[config.mk]
export PLATFORM = sky130hd
export DESIGN_NAME = mac_seq_ctrl_flat
export DESIGN_NICKNAME = d
export VERILOG_FILES = /design/src/rtl/mac_seq_ctrl_pkg.sv /design/src/rtl/mac_seq_ctrl_if.sv /design/src/rtl/mac_seq_ctrl.sv /design/src/flat_wrapper.sv
export SDC_FILE = /design/constraint.sdc
export NUM_CORES = 1
export LEC_CHECK = 0
export BUFFER_PORTS_ARGS = -buffer_cell sky130_fd_sc_hd__buf_2
export CAP_MARGIN = 10
export CORE_UTILIZATION = 52
export DETAILED_ROUTE_END_ITERATION = 8
export HOLD_SLACK_MARGIN = 0.03
export PLACE_DENSITY = 0.79
export SYNTH_ARGS = -nofsm -noshare
export SYNTH_HDL_FRONTEND = slang
export SYNTH_SLANG_ARGS = --single-unit
[constraint.sdc]
create_clock -name clk -period 2.35 [get_ports clk]
set_input_delay 0.47 -clock clk [delete_from_list [all_inputs] [get_ports clk]]
set_output_delay 0.47 -clock clk [all_outputs]
set_load 0.01 [all_outputs]
[src/rtl/mac_seq_ctrl_pkg.sv]
// Shared definitions for the multiply-accumulate sequencer: state
// encoding, default widths and a small width helper.
package mac_seq_ctrl_pkg;

  localparam int DEF_W           = 6;
  localparam int DEF_MULT_CYCLES = 6;
  localparam int DEF_ACC_W       = 16;
  localparam int DEF_CNT_W       = 8;

  typedef enum logic [2:0] {
    IDLE  = 3'd0,
    LOAD  = 3'd1,
    WAIT  = 3'd2,
    ACCUM = 3'd3,
    OUT   = 3'd4
  } state_t;

  // Width of a counter that must reach mult_cycles-1; never narrower than 1 bit.
  function automatic int wait_cnt_width(input int mult_cycles);
    if (mult_cycles > 1) begin
      return $clog2(mult_cycles);
    end else begin
      return 1;
    end
  endfunction

endpackage

[src/rtl/mac_seq_ctrl_if.sv]
// Operand stream, multiplier side-band and result stream of the
// multiply-accumulate sequencer. The slave view belongs to the sequencer,
// the master view to its environment (producer, consumer and multiplier).
interface mac_seq_ctrl_if
  import mac_seq_ctrl_pkg::*;
#(
  parameter int W     = DEF_W,
  parameter int ACC_W = DEF_ACC_W,
  parameter int CNT_W = DEF_CNT_W
);

  // operand pair stream
  logic             in_valid;
  logic             in_ready;
  logic [W-1:0]     in_a;
  logic [W-1:0]     in_b;
  logic             in_last;

  // multiplier connection
  logic             mult_load;
  logic [W-1:0]     mult_a;
  logic [W-1:0]     mult_b;
  logic [2*W-1:0]   mult_product;

  // result stream
  logic             out_valid;
  logic             out_ready;
  logic [ACC_W-1:0] out_sum;
  logic             out_ovf;
  logic [CNT_W-1:0] out_count;

  modport slave (
    input  in_valid, in_a, in_b, in_last, mult_product, out_ready,
    output in_ready, mult_load, mult_a, mult_b,
    output out_valid, out_sum, out_ovf, out_count
  );

  modport master (
    output in_valid, in_a, in_b, in_last, mult_product, out_ready,
    input  in_ready, mult_load, mult_a, mult_b,
    input  out_valid, out_sum, out_ovf, out_count
  );

endinterface

[src/rtl/mac_seq_ctrl.sv]
// Multiply-accumulate sequencer. Takes operand pairs, launches each on an
// external sequential multiplier with a one-cycle load strobe, waits a fixed
// latency, accumulates the product and, on the last term of a vector,
// presents the dot product until the consumer accepts it.
module mac_seq_ctrl
  import mac_seq_ctrl_pkg::*;
#(
  parameter int W           = DEF_W,
  parameter int MULT_CYCLES = DEF_MULT_CYCLES,
  parameter int ACC_W       = DEF_ACC_W,
  parameter int CNT_W       = DEF_CNT_W
) (
  input  logic         clk,
  input  logic         rst,
  mac_seq_ctrl_if.slave bus
);

  localparam int                WC_W      = wait_cnt_width(MULT_CYCLES);
  localparam logic [WC_W-1:0]   WAIT_LAST = WC_W'(MULT_CYCLES - 1);
  localparam int                PAD_W     = ACC_W + 1 - 2 * W;

  state_t            state;
  state_t            next_state;
  logic [WC_W-1:0]   wait_cnt;
  logic              last_q;
  logic              accept;
  logic [ACC_W:0]    sum_ext;

  // A pair is consumed only while the registered ready is high.
  assign accept = bus.in_valid & bus.in_ready;

  // Current state register.
  always_ff @(posedge clk or negedge rst) begin
    if (!rst) begin
      state <= IDLE;
    end else begin
      state <= next_state;
    end
  end

  // Next-state selection.
  always_comb begin
    next_state = state;
    case (state)
      IDLE: begin
        if (accept) begin
          next_state = LOAD;
        end else begin
          next_state = IDLE;
        end
      end
      LOAD: begin
        next_state = WAIT;
      end
      WAIT: begin
        if (wait_cnt == WAIT_LAST) begin
          next_state = ACCUM;
        end else begin
          next_state = WAIT;
        end
      end
      ACCUM: begin
        if (last_q) begin
          next_state = OUT;
        end else begin
          next_state = IDLE;
        end
      end
      OUT: begin
        if (bus.out_ready) begin
          next_state = IDLE;
        end else begin
          next_state = OUT;
        end
      end
      default: begin
        next_state = IDLE;
      end
    endcase
  end

  // Zero-extended running sum plus product; the top bit is the carry-out.
  always_comb begin
    sum_ext = {1'b0, bus.out_sum} + {{PAD_W{1'b0}}, bus.mult_product};
  end

  // Handshake and strobe outputs follow the state being entered so they are
  // registered yet line up with the state they belong to.
  always_ff @(posedge clk or negedge rst) begin
    if (!rst) begin
      bus.in_ready  <= 1'b0;
      bus.mult_load <= 1'b0;
      bus.out_valid <= 1'b0;
    end else begin
      bus.in_ready  <= (next_state == IDLE);
      bus.mult_load <= (next_state == LOAD);
      bus.out_valid <= (next_state == OUT);
    end
  end

  // Operand and last-flag capture; held for the whole multiply.
  always_ff @(posedge clk or negedge rst) begin
    if (!rst) begin
      bus.mult_a <= {W{1'b0}};
      bus.mult_b <= {W{1'b0}};
      last_q     <= 1'b0;
    end else if (accept) begin
      bus.mult_a <= bus.in_a;
      bus.mult_b <= bus.in_b;
      last_q     <= bus.in_last;
    end else begin
      bus.mult_a <= bus.mult_a;
      bus.mult_b <= bus.mult_b;
      last_q     <= last_q;
    end
  end

  // Multiplier latency counter: cleared in LOAD, counts through WAIT.
  always_ff @(posedge clk or negedge rst) begin
    if (!rst) begin
      wait_cnt <= {WC_W{1'b0}};
    end else if (state == LOAD) begin
      wait_cnt <= {WC_W{1'b0}};
    end else if (state == WAIT) begin
      wait_cnt <= wait_cnt + WC_W'(1);
    end else begin
      wait_cnt <= wait_cnt;
    end
  end

  // Accumulator, sticky carry and term count; cleared on result handshake.
  always_ff @(posedge clk or negedge rst) begin
    if (!rst) begin
      bus.out_sum   <= {ACC_W{1'b0}};
      bus.out_ovf   <= 1'b0;
      bus.out_count <= {CNT_W{1'b0}};
    end else if (state == ACCUM) begin
      bus.out_sum   <= sum_ext[ACC_W-1:0];
      bus.out_ovf   <= bus.out_ovf | sum_ext[ACC_W];
      bus.out_count <= bus.out_count + CNT_W'(1);
    end else if ((state == OUT) && bus.out_ready) begin
      bus.out_sum   <= {ACC_W{1'b0}};
      bus.out_ovf   <= 1'b0;
      bus.out_count <= {CNT_W{1'b0}};
    end else begin
      bus.out_sum   <= bus.out_sum;
      bus.out_ovf   <= bus.out_ovf;
      bus.out_count <= bus.out_count;
    end
  end

endmodule

[src/flat_wrapper.sv]
// flat-port wrapper written by rule: the top's interface ports become plain ports
module mac_seq_ctrl_flat import mac_seq_ctrl_pkg::*;
#(
  parameter int W           = DEF_W,
  parameter int MULT_CYCLES = DEF_MULT_CYCLES,
  parameter int ACC_W       = DEF_ACC_W,
  parameter int CNT_W       = DEF_CNT_W
)
  (clk, rst, bus_in_valid, bus_in_a, bus_in_b, bus_in_last, bus_mult_product, bus_out_ready, bus_in_ready, bus_mult_load, bus_mult_a, bus_mult_b, bus_out_valid, bus_out_sum, bus_out_ovf, bus_out_count);
  mac_seq_ctrl_if #(.W(W), .ACC_W(ACC_W), .CNT_W(CNT_W)) bus_i ();
  input  logic clk;
  input  logic rst;
  input wire logic [$bits(bus_i.in_valid)-1:0] bus_in_valid;
  input wire logic [$bits(bus_i.in_a)-1:0] bus_in_a;
  input wire logic [$bits(bus_i.in_b)-1:0] bus_in_b;
  input wire logic [$bits(bus_i.in_last)-1:0] bus_in_last;
  input wire logic [$bits(bus_i.mult_product)-1:0] bus_mult_product;
  input wire logic [$bits(bus_i.out_ready)-1:0] bus_out_ready;
  output wire logic [$bits(bus_i.in_ready)-1:0] bus_in_ready;
  output wire logic [$bits(bus_i.mult_load)-1:0] bus_mult_load;
  output wire logic [$bits(bus_i.mult_a)-1:0] bus_mult_a;
  output wire logic [$bits(bus_i.mult_b)-1:0] bus_mult_b;
  output wire logic [$bits(bus_i.out_valid)-1:0] bus_out_valid;
  output wire logic [$bits(bus_i.out_sum)-1:0] bus_out_sum;
  output wire logic [$bits(bus_i.out_ovf)-1:0] bus_out_ovf;
  output wire logic [$bits(bus_i.out_count)-1:0] bus_out_count;
  assign bus_i.in_valid = bus_in_valid;
  assign bus_i.in_a = bus_in_a;
  assign bus_i.in_b = bus_in_b;
  assign bus_i.in_last = bus_in_last;
  assign bus_i.mult_product = bus_mult_product;
  assign bus_i.out_ready = bus_out_ready;
  assign bus_in_ready = bus_i.in_ready;
  assign bus_mult_load = bus_i.mult_load;
  assign bus_mult_a = bus_i.mult_a;
  assign bus_mult_b = bus_i.mult_b;
  assign bus_out_valid = bus_i.out_valid;
  assign bus_out_sum = bus_i.out_sum;
  assign bus_out_ovf = bus_i.out_ovf;
  assign bus_out_count = bus_i.out_count;
  mac_seq_ctrl #(.W(W), .MULT_CYCLES(MULT_CYCLES), .ACC_W(ACC_W), .CNT_W(CNT_W)) u_core (.clk(clk), .rst(rst), .bus(bus_i));
endmodule
* Word level (Yosys, flattened, before mapping)
Cells that the tools add are included.
Operators by class: $lt $le $gt $ge 0, multiply operators 0, div/mod/pow operators 0, equal/unequal tests 7, shift operators 0, mux-type cells 13, $add $sub $neg 3, bitwise operators 2, reduce and logical (&&, ||, !) cells 5
Operators by type and width (count):
- $mux 16 | 2
- $add 16x12->17 | 1
- $mux 8 | 2
- $pmux 3 s5 | 1
- $mux 3 | 4
- $eq 3x3->1 const B | 3
- $add 8x1->8 const B | 1
- $eq 3x1->1 const B | 2
- $eq 3x2->1 const B | 2
- $logic_not 3->1 | 2
- $mux 1 | 4
- $reduce_bool 2->1 | 2
- $add 3x1->3 const B | 1
- $and 1x1->1 | 1
- $logic_and 1x1->1 | 1
- $or 1x1->1 | 1
Storage, ports and cells: register bits 47, bits of input ports 29, logic and storage cells 41, bits in read-only memories 0, memories kept 0, output and inout bits 40, RAM bits 0, bits in latches 0

* Depth between registers and ports, before layout
Gate-level depths: netlist of the first run.
depth in word-level cells 4, depth in mapped cells 9, depth with buffers taken out 9

* Least setup slack after synthesis of the first run
OpenSTA, ideal clock, no wires.
path kind input to register, start point input bus_mult_product[0], end point register u_core.bus.out_sum[12], slack 0.292 ns, data arrival time 1.979 ns, stages 9, path buffers 0, required time 2.271 ns, library setup time 0.079 ns, path through ha_1 > inv_1 > fa_1 > and2b_1 > o2111ai_1 > nand2_1 > a22o_4 > a22oi_4 > mux2i_1
Between the ends: cells in the longest elaborated chain, start to end 2
Ends and longest elaborated chain:
- start, declared | RTL line flat_wrapper.sv:17 | input wire logic [$bits(bus_i.mult_product)-1:0] bus_mult_product;
- $add 16x12->17 | RTL line mac_seq_ctrl.sv:84 | sum_ext = {1'b0, bus.out_sum} + {{PAD_W{1'b0}}, bus.mult_product};
- $mux 16 | RTL line mac_seq_ctrl.sv:137 | end else if (state == ACCUM) begin
- end signal, assigned | RTL line mac_seq_ctrl.sv:134 | bus.out_sum <= {ACC_W{1'b0}};
- end signal, assigned | RTL line mac_seq_ctrl.sv:138 | bus.out_sum <= sum_ext[ACC_W-1:0];
- end signal, assigned | RTL line mac_seq_ctrl.sv:142 | bus.out_sum <= {ACC_W{1'b0}};
- end, declared | RTL line mac_seq_ctrl_if.sv:35 | output out_valid, out_sum, out_ovf, out_count
No other way between the ends. A chain may end at the register's enable or synchronous reset.

* Worst setup path in the final report of the first run
start point register u_core.bus.out_sum[0], end point register u_core.bus.out_sum[12]
Between the ends: cells in the longest elaborated chain, start to end 2
Ends and longest elaborated chain (RTL line):
- $add 16x12->17 | mac_seq_ctrl.sv:84
- $mux 16 | mac_seq_ctrl.sv:137
No other way between the ends.

==> results of run 1 <==
[path summary, 6_finish.rpt]
kind	start	end	slack (ns)	cells past startpoint
min	rst	u_core.bus.out_count[7]	0.25	2
max	u_core.bus.out_sum[0]	u_core.bus.out_sum[12]	0.17	9
max reg2reg	u_core.bus.out_sum[0]	u_core.bus.out_sum[12]	0.17	9
max in group asynchronous	rst	u_core.bus.out_sum[12]	1.69	2
min reg2reg	u_core.bus.out_count[7]	u_core.bus.out_count[7]	0.47	1
min in group clk	bus_in_a[0]	u_core.bus.mult_a[0]	0.40	2
[cell type report]
| cell class | instances | area [um2] | share of cell area |
|---|---|---|---|
| tap | 67 | 83.83 | 0.02771 |
| timing repair buffer | 73 | 377.9 | 0.1249 |
| clock inverter | 1 | 5.005 | 0.001654 |
| inverter | 7 | 26.28 | 0.008685 |
| sequential | 47 | 1176 | 0.3888 |
| multi-input combinational | 189 | 1280 | 0.4231 |
| clock buffer | 7 | 76.32 | 0.02523 |
[flip-flops by register name (all words and copies together), names as in the netlist]
register              count
u_core.last_q             1
u_core.bus.out_count      8
u_core.wait_cnt           3
u_core.bus.mult_b         6
u_core.state              3
u_core.bus.in_ready       1
u_core.bus.out_sum       16
u_core.bus.out_ovf        1
u_core.bus.out_valid      1
u_core.bus.mult_a         6
u_core.bus.mult_load      1
[layout by cell type, fill, tap and decap left out, types with 2 or more instances in the layout]
master and instances:
a21o_1 2, a31oi_1 2, buf_2 68, xor2_1 5, o21ai_0 30, nand4_1 3
clkbuf_8 5, xnor2_1 3, nand2_1 35, ha_1 15, dfrtp_1 47, a21oi_1 12
nor3_1 5, inv_2 2, buf_4 5, nor2_1 13, and2b_1 2, mux2_2 13
o31ai_1 2, and3_1 3, clkbuf_1 2, o21ai_1 2, mux2i_1 4, nand2b_1 2
o2111ai_1 3, nand3_1 14, inv_1 5, o21a_1 3
[worst reg2reg max path, stage by stage, from the launching register on]
cell and delay (ns):
dfrtp_1 0.41, ha_1 0.22, inv_1 0.07, fa_1 0.20, and2b_1 0.20, o2111ai_1 0.18
nand2_1 0.16, a22o_4 0.31, a22oi_4 0.17, mux2i_1 0.19
[metal layers]
metal,part of all wire,track usage,vias up
met5,0,0,-
met4,0.0096,0.06972,0
li1,-,-,1042
met1,0.46,0.2761,990
met2,0.48,0.3658,55
met3,0.050,0.05204,6
[power breakdown]
group | switching, mW | internal (mW)
Clock | 0.259 | 0.209
Combinational | 0.961 | 0.777
Sequential | 0.283 | 1.15
[metrics by stage]
step / util / hold WS, ns / power [mW]
2_1_floorplan: - / 0.1744 / 2.648
3_3_place_gp: 0.6233 / 0.4558 / 3.143
3_5_place_dp: 0.6233 / 0.4659 / 3.201
4_1_cts: 0.6405 / 0.2743 / 3.678
5_1_grt: 0.6405 / 0.3056 / 3.980
6_report: 0.6405 / 0.2465 / 3.639
[kinds of logic (layout without fill, tap and decap cells)]
family / Yosys count / after routing / synth area share
buf+inv: 18 / 88 / 0.03253
compound gates: 67 / 67 / 0.1735
xor+xnor: 8 / 8 / 0.02760
mux: 17 / 17 / 0.07344
simple gates: 81 / 81 / 0.1479
flops: 47 / 47 / 0.4633
fa+ha+maj: 16 / 16 / 0.08181
==> out/metrics.csv, run 1 <==
metric;value;unit
place_ws;0.03429;ns
htreeDepth;2;
synthCells;254;
dieArea;0.005165;mm2
routed_wirelength;5.019;mm
drt_iter0_markers;115;
die_w;71.87;um
grt_pass1_wl;8.797;mm
cpMaxStageDelayCell;dfrtp_1;
final_cell_area;0.003025;mm2
relSlewSlack;0.6014;
min_period_over_period;0.9271;
clk_path_buf_depth;2;
cp_num_buf_inv;1;
worstMarginPinSlew;0.5965;ns
place_area;0.002944;mm2
place.port_buffers;68;
hpwlAfterDp;3.785;mm
drc_errors;0;
drive_gt1_frac;0.3148;
cp.arrival;2.40;ns
synth-seq-cells;47;
synth_largest_area_cell;dfrtp_1;
detail_route.wl_per_cell;12.84;um
ctsHoldBuffers;0;
hold_path.class;in2async;
cts_resized;0;
finalClockSkew;0.009506;ns
coreArea;0.004723;mm2
grt_use_total;0.2169;
fin_crit;2.179;ns
synthArstFlopShare;1.000;
final_cells;391;
max_stage_delay;0.41;ns
die_h;71.87;um
clkLatencyLatePin;0.30;ns
cts_root_buffer;clkbuf_8;
cpLargestDelayFamily;compound AO/OA/AOI/OAI gates;
nFillCells;414;
antenna_found_initial;0;
start_util;0.5375;
area_growth_syn_to_layout;19.17;%
synth-edff-count;0;
cts_made_buffers;5;
cp.required;2.57;ns
vias_per_cell;5.353;
cts_tree;built;
crit_fanout;4;
startpoint_type;flip-flop;
path_cells;ha_1 -> inv_1 -> fa_1 -> and2b_1 -> o2111ai_1 -> nand2_1 -> a22o_4 -> a22oi_4 -> mux2i_1;
dp.cells;383;
gp_congestion;0.8888;
endpoint_kind;flip-flop;
status;finished clean;
synthesis.area;0.002539;mm2
first_pass_iters;4;
nets;368;
yosys-top-cells-area;dfrtp_1 46%, ha_1 7.4%, o21ai_0 5.9%;
hold_violations;0;
peakVddDrop;0.6047;mV
syn_nets;299;
fin_setup_tns;0;ns
seq_area_frac_synth;0.4633;
post-cts-setup-buffer-count;0;
max_freq;459.0;MHz
antenna_cells;0;
cts.sink_count;47;
synth_common_cells;47 x dfrtp_1, 35 x nand2_1, 30 x o21ai_0;
rows;25;
rsz0062_at_grt;no;
post_synth_num_cell_types;44;
num_vias;2093;
path_clk_slew;0.08;ns
crit_type;reg2reg;
grt_pass1_vias;2012;
yosysWarnings;0;
setup_viol;0;
maxCapViolations;0;
synth_top_area_frac;0.4633;
io-pin-count;69;
power.density;1203;mW/mm2
synth_ff_type;dfrtp_1;
grt_remaining_overflow;0;
grt_max_degree;48;
drtAntennaViolNets;0;
synth.most_common_cell;dfrtp_1;
p_leak;1.534;nW
avgSynthCellArea;9.995;um2
slew_viol_final;0;
setup_ws;0.1713;ns
Power figures use the tool's default switching activity.
==> run 2, diff against run 1 <==
--- a/config.mk
+++ b/config.mk
@@ -7,6 +7,7 @@
 export LEC_CHECK = 0
 export BUFFER_PORTS_ARGS = -buffer_cell sky130_fd_sc_hd__buf_2
 export CAP_MARGIN = 10
+export CORE_MARGIN = 2
 export CORE_UTILIZATION = 52
 export DETAILED_ROUTE_END_ITERATION = 8
 export HOLD_SLACK_MARGIN = 0.03
==> constraint.sdc (replaced) <==
create_clock -name clk -period 2.4 [get_ports clk]
set_input_delay 0.48 -clock clk [delete_from_list [all_inputs] [get_ports clk]]
set_output_delay 0.48 -clock clk [all_outputs]
set_load 0.01 [all_outputs]
==> out/metrics.csv, run 2 (synthesized netlist as in run 1, its figures left out) <==
metric;value;unit;change
status;finished clean;;
grt_max_degree;48;;unchanged
peakVddDrop;0.6350;mV;+5.0%
gp_congestion;0.8703;;-2.1%
hold_path.class;in2async;;
nets;368;;unchanged
drtAntennaViolNets;0;;unchanged
rows;25;;unchanged
antenna_found_initial;0;;unchanged
finalPower;3.683;mW;+1.2%
cts_root_buffer;clkbuf_8;;
ctsHoldBuffers;0;;unchanged
vias_per_cell;5.485;;+2.5%
regMostFlops;u_core.bus.out_sum;;
clk_path_buf_depth;2;;unchanged
post-cts-setup-buffer-count;0;;unchanged
cp.arrival;2.40;ns;about the same
drt_iter0_markers;89;;-23%
endpoint_kind;flip-flop;;
grt_use_total;0.2068;;-0.01012
io-pin-count;69;;unchanged
grt_pass1_vias;2066;;+2.7%
cts_resized;0;;unchanged
rsz0062_at_grt;no;;
fin_setup_tns;0;ns;unchanged
worstMarginPinSlew;0.6225;ns;+0.02603 ns
dieArea;0.005457;mm2;+5.6%
die_w;73.87;um;+2.8%
max_freq;459.0;MHz;about the same
crit_fanout;4;;unchanged
grt_pass1_wl;8.845;mm;+0.55%
max_stage_delay;0.41;ns;about the same
place_ws;0.09779;ns;+0.06350 ns
htreeDepth;2;;unchanged
clkLatencyLatePin;0.30;ns;about the same
routed_wirelength;5.202;mm;+3.6%
seqCellArea;0.001176;mm2;unchanged
setup_ws;0.2214;ns;+0.05010 ns
num_vias;2139;;+2.2%
reg_top3;u_core.bus.out_sum (16), u_core.bus.out_count (8);;
final_cell_area;0.003059;mm2;+1.1%
antenna_cells;0;;unchanged
multi_input_area;0.001280;mm2;unchanged
setup_viol;0;;unchanged
cp.required;2.62;ns;+0.05 ns
hold_violations;0;;unchanged
cts_tree;built;;
path_clk_slew;0.08;ns;about the same
cpMaxStageDelayCell;dfrtp_1;;
slew_viol_final;0;;unchanged
nFillCells;391;;-5.6%
maxCapViolations;0;;unchanged
drive_gt1_frac;0.3158;;+0.0009747
area_growth_syn_to_layout;20.50;%;
fin_crit;2.179;ns;-0.0001020 ns
crit_type;reg2reg;;
place.port_buffers;68;;unchanged
first_pass_iters;4;;unchanged
drc_errors;0;;unchanged
path_cells;ha_1 -> inv_1 -> fa_1 -> and2b_1 -> o2111ai_1 -> nand2_1 -> a22o_4 -> a22oi_4 -> mux2i_1;;
place_area;0.002957;mm2;+0.43%
finalClockSkew;0.004565;ns;-0.004941 ns
cts_made_buffers;5;;unchanged
largest_register_ffs;16;;unchanged
power.density;1204;mW/mm2;about the same
start_util;0.5375;;unchanged
die_h;73.87;um;+2.8%
coreArea;0.004723;mm2;unchanged
cts.sink_count;47;;unchanged
p_leak;1.548;nW;+0.89%
detail_route.wl_per_cell;13.34;um;+3.9%
hpwlAfterDp;3.889;mm;+2.7%
relSlewSlack;0.5840;;-0.01739
startpoint_type;flip-flop;;
grt_remaining_overflow;0;;unchanged
layout_common_cells;68 x buf_2, 47 x dfrtp_1, 35 x nand2_1, 30 x o21ai_0, 15 x ha_1;;
min_period_over_period;0.9077;;-0.01936
final_common_cell;buf_2;;
run 2: changes by cell type in the layout (fill, tap and decap cells not counted), sizes merged:
cell	change
clkbuf	-1
bufinv	+1
clkinv	-1
run 2: final timing paths:
path,startpoint,endpoint,slack [ns],cells past startpoint
max in group asynchronous,rst,u_core.bus.out_sum[13],2.03,2
min reg2reg,u_core.bus.out_count[7],u_core.bus.out_count[7],0.47,1
max reg2reg,u_core.bus.out_sum[0],u_core.bus.out_sum[12],0.22,9
min in group clk,bus_out_ready,u_core.bus.out_valid,0.40,2
max,u_core.bus.out_sum[0],u_core.bus.out_sum[12],0.22,9
min,rst,u_core.bus.out_count[7],0.15,2
run 2: through the flow:
stage,cells,hold WS [ns],util
after CTS,390,0.1579,0.6477
after global routing,390,0.1722,0.6477
after detailed placement,383,0.4644,0.6260
after global placement,383,0.4585,0.6260
final,390,0.1458,0.6477
after floorplan,254,0.1844,-
run 2: final cells by class:
cell class | instances | area share
flip-flops and latches | 47 | 0.3845
inverters | 7 | 0.008589
clock buffers | 6 | 0.02372
well taps | 67 | 0.02740
multi-input cells | 189 | 0.4184
clock inverters | 1 | 0.009816
repair buffers | 73 | 0.1276
run 2: worst max-delay path: cells and delay by family (launching register included):
family / cells / cell delay (ns)
buffers and inverters: 1 / 0.07
adder cells (fa/ha/maj): 2 / 0.41
flip-flops: 1 / 0.41
AO/OA/AOI/OAI: 3 / 0.67
AND/OR/NAND/NOR: 2 / 0.37
multiplexers: 1 / 0.19
run 2: where the power goes:
part | switching, mW | internal (mW)
Combinational | 0.955 | 0.763
Clock | 0.252 | 0.305
Sequential | 0.281 | 1.13
Total | 1.49 | 2.20
run 2: layer usage:
layer | GRT usage | wire (um)
met4 | 0.05859 | 50
met2 | 0.3562 | 2457
met5 | 0 | 0
met3 | 0.04527 | 287
met1 | 0.2606 | 2408
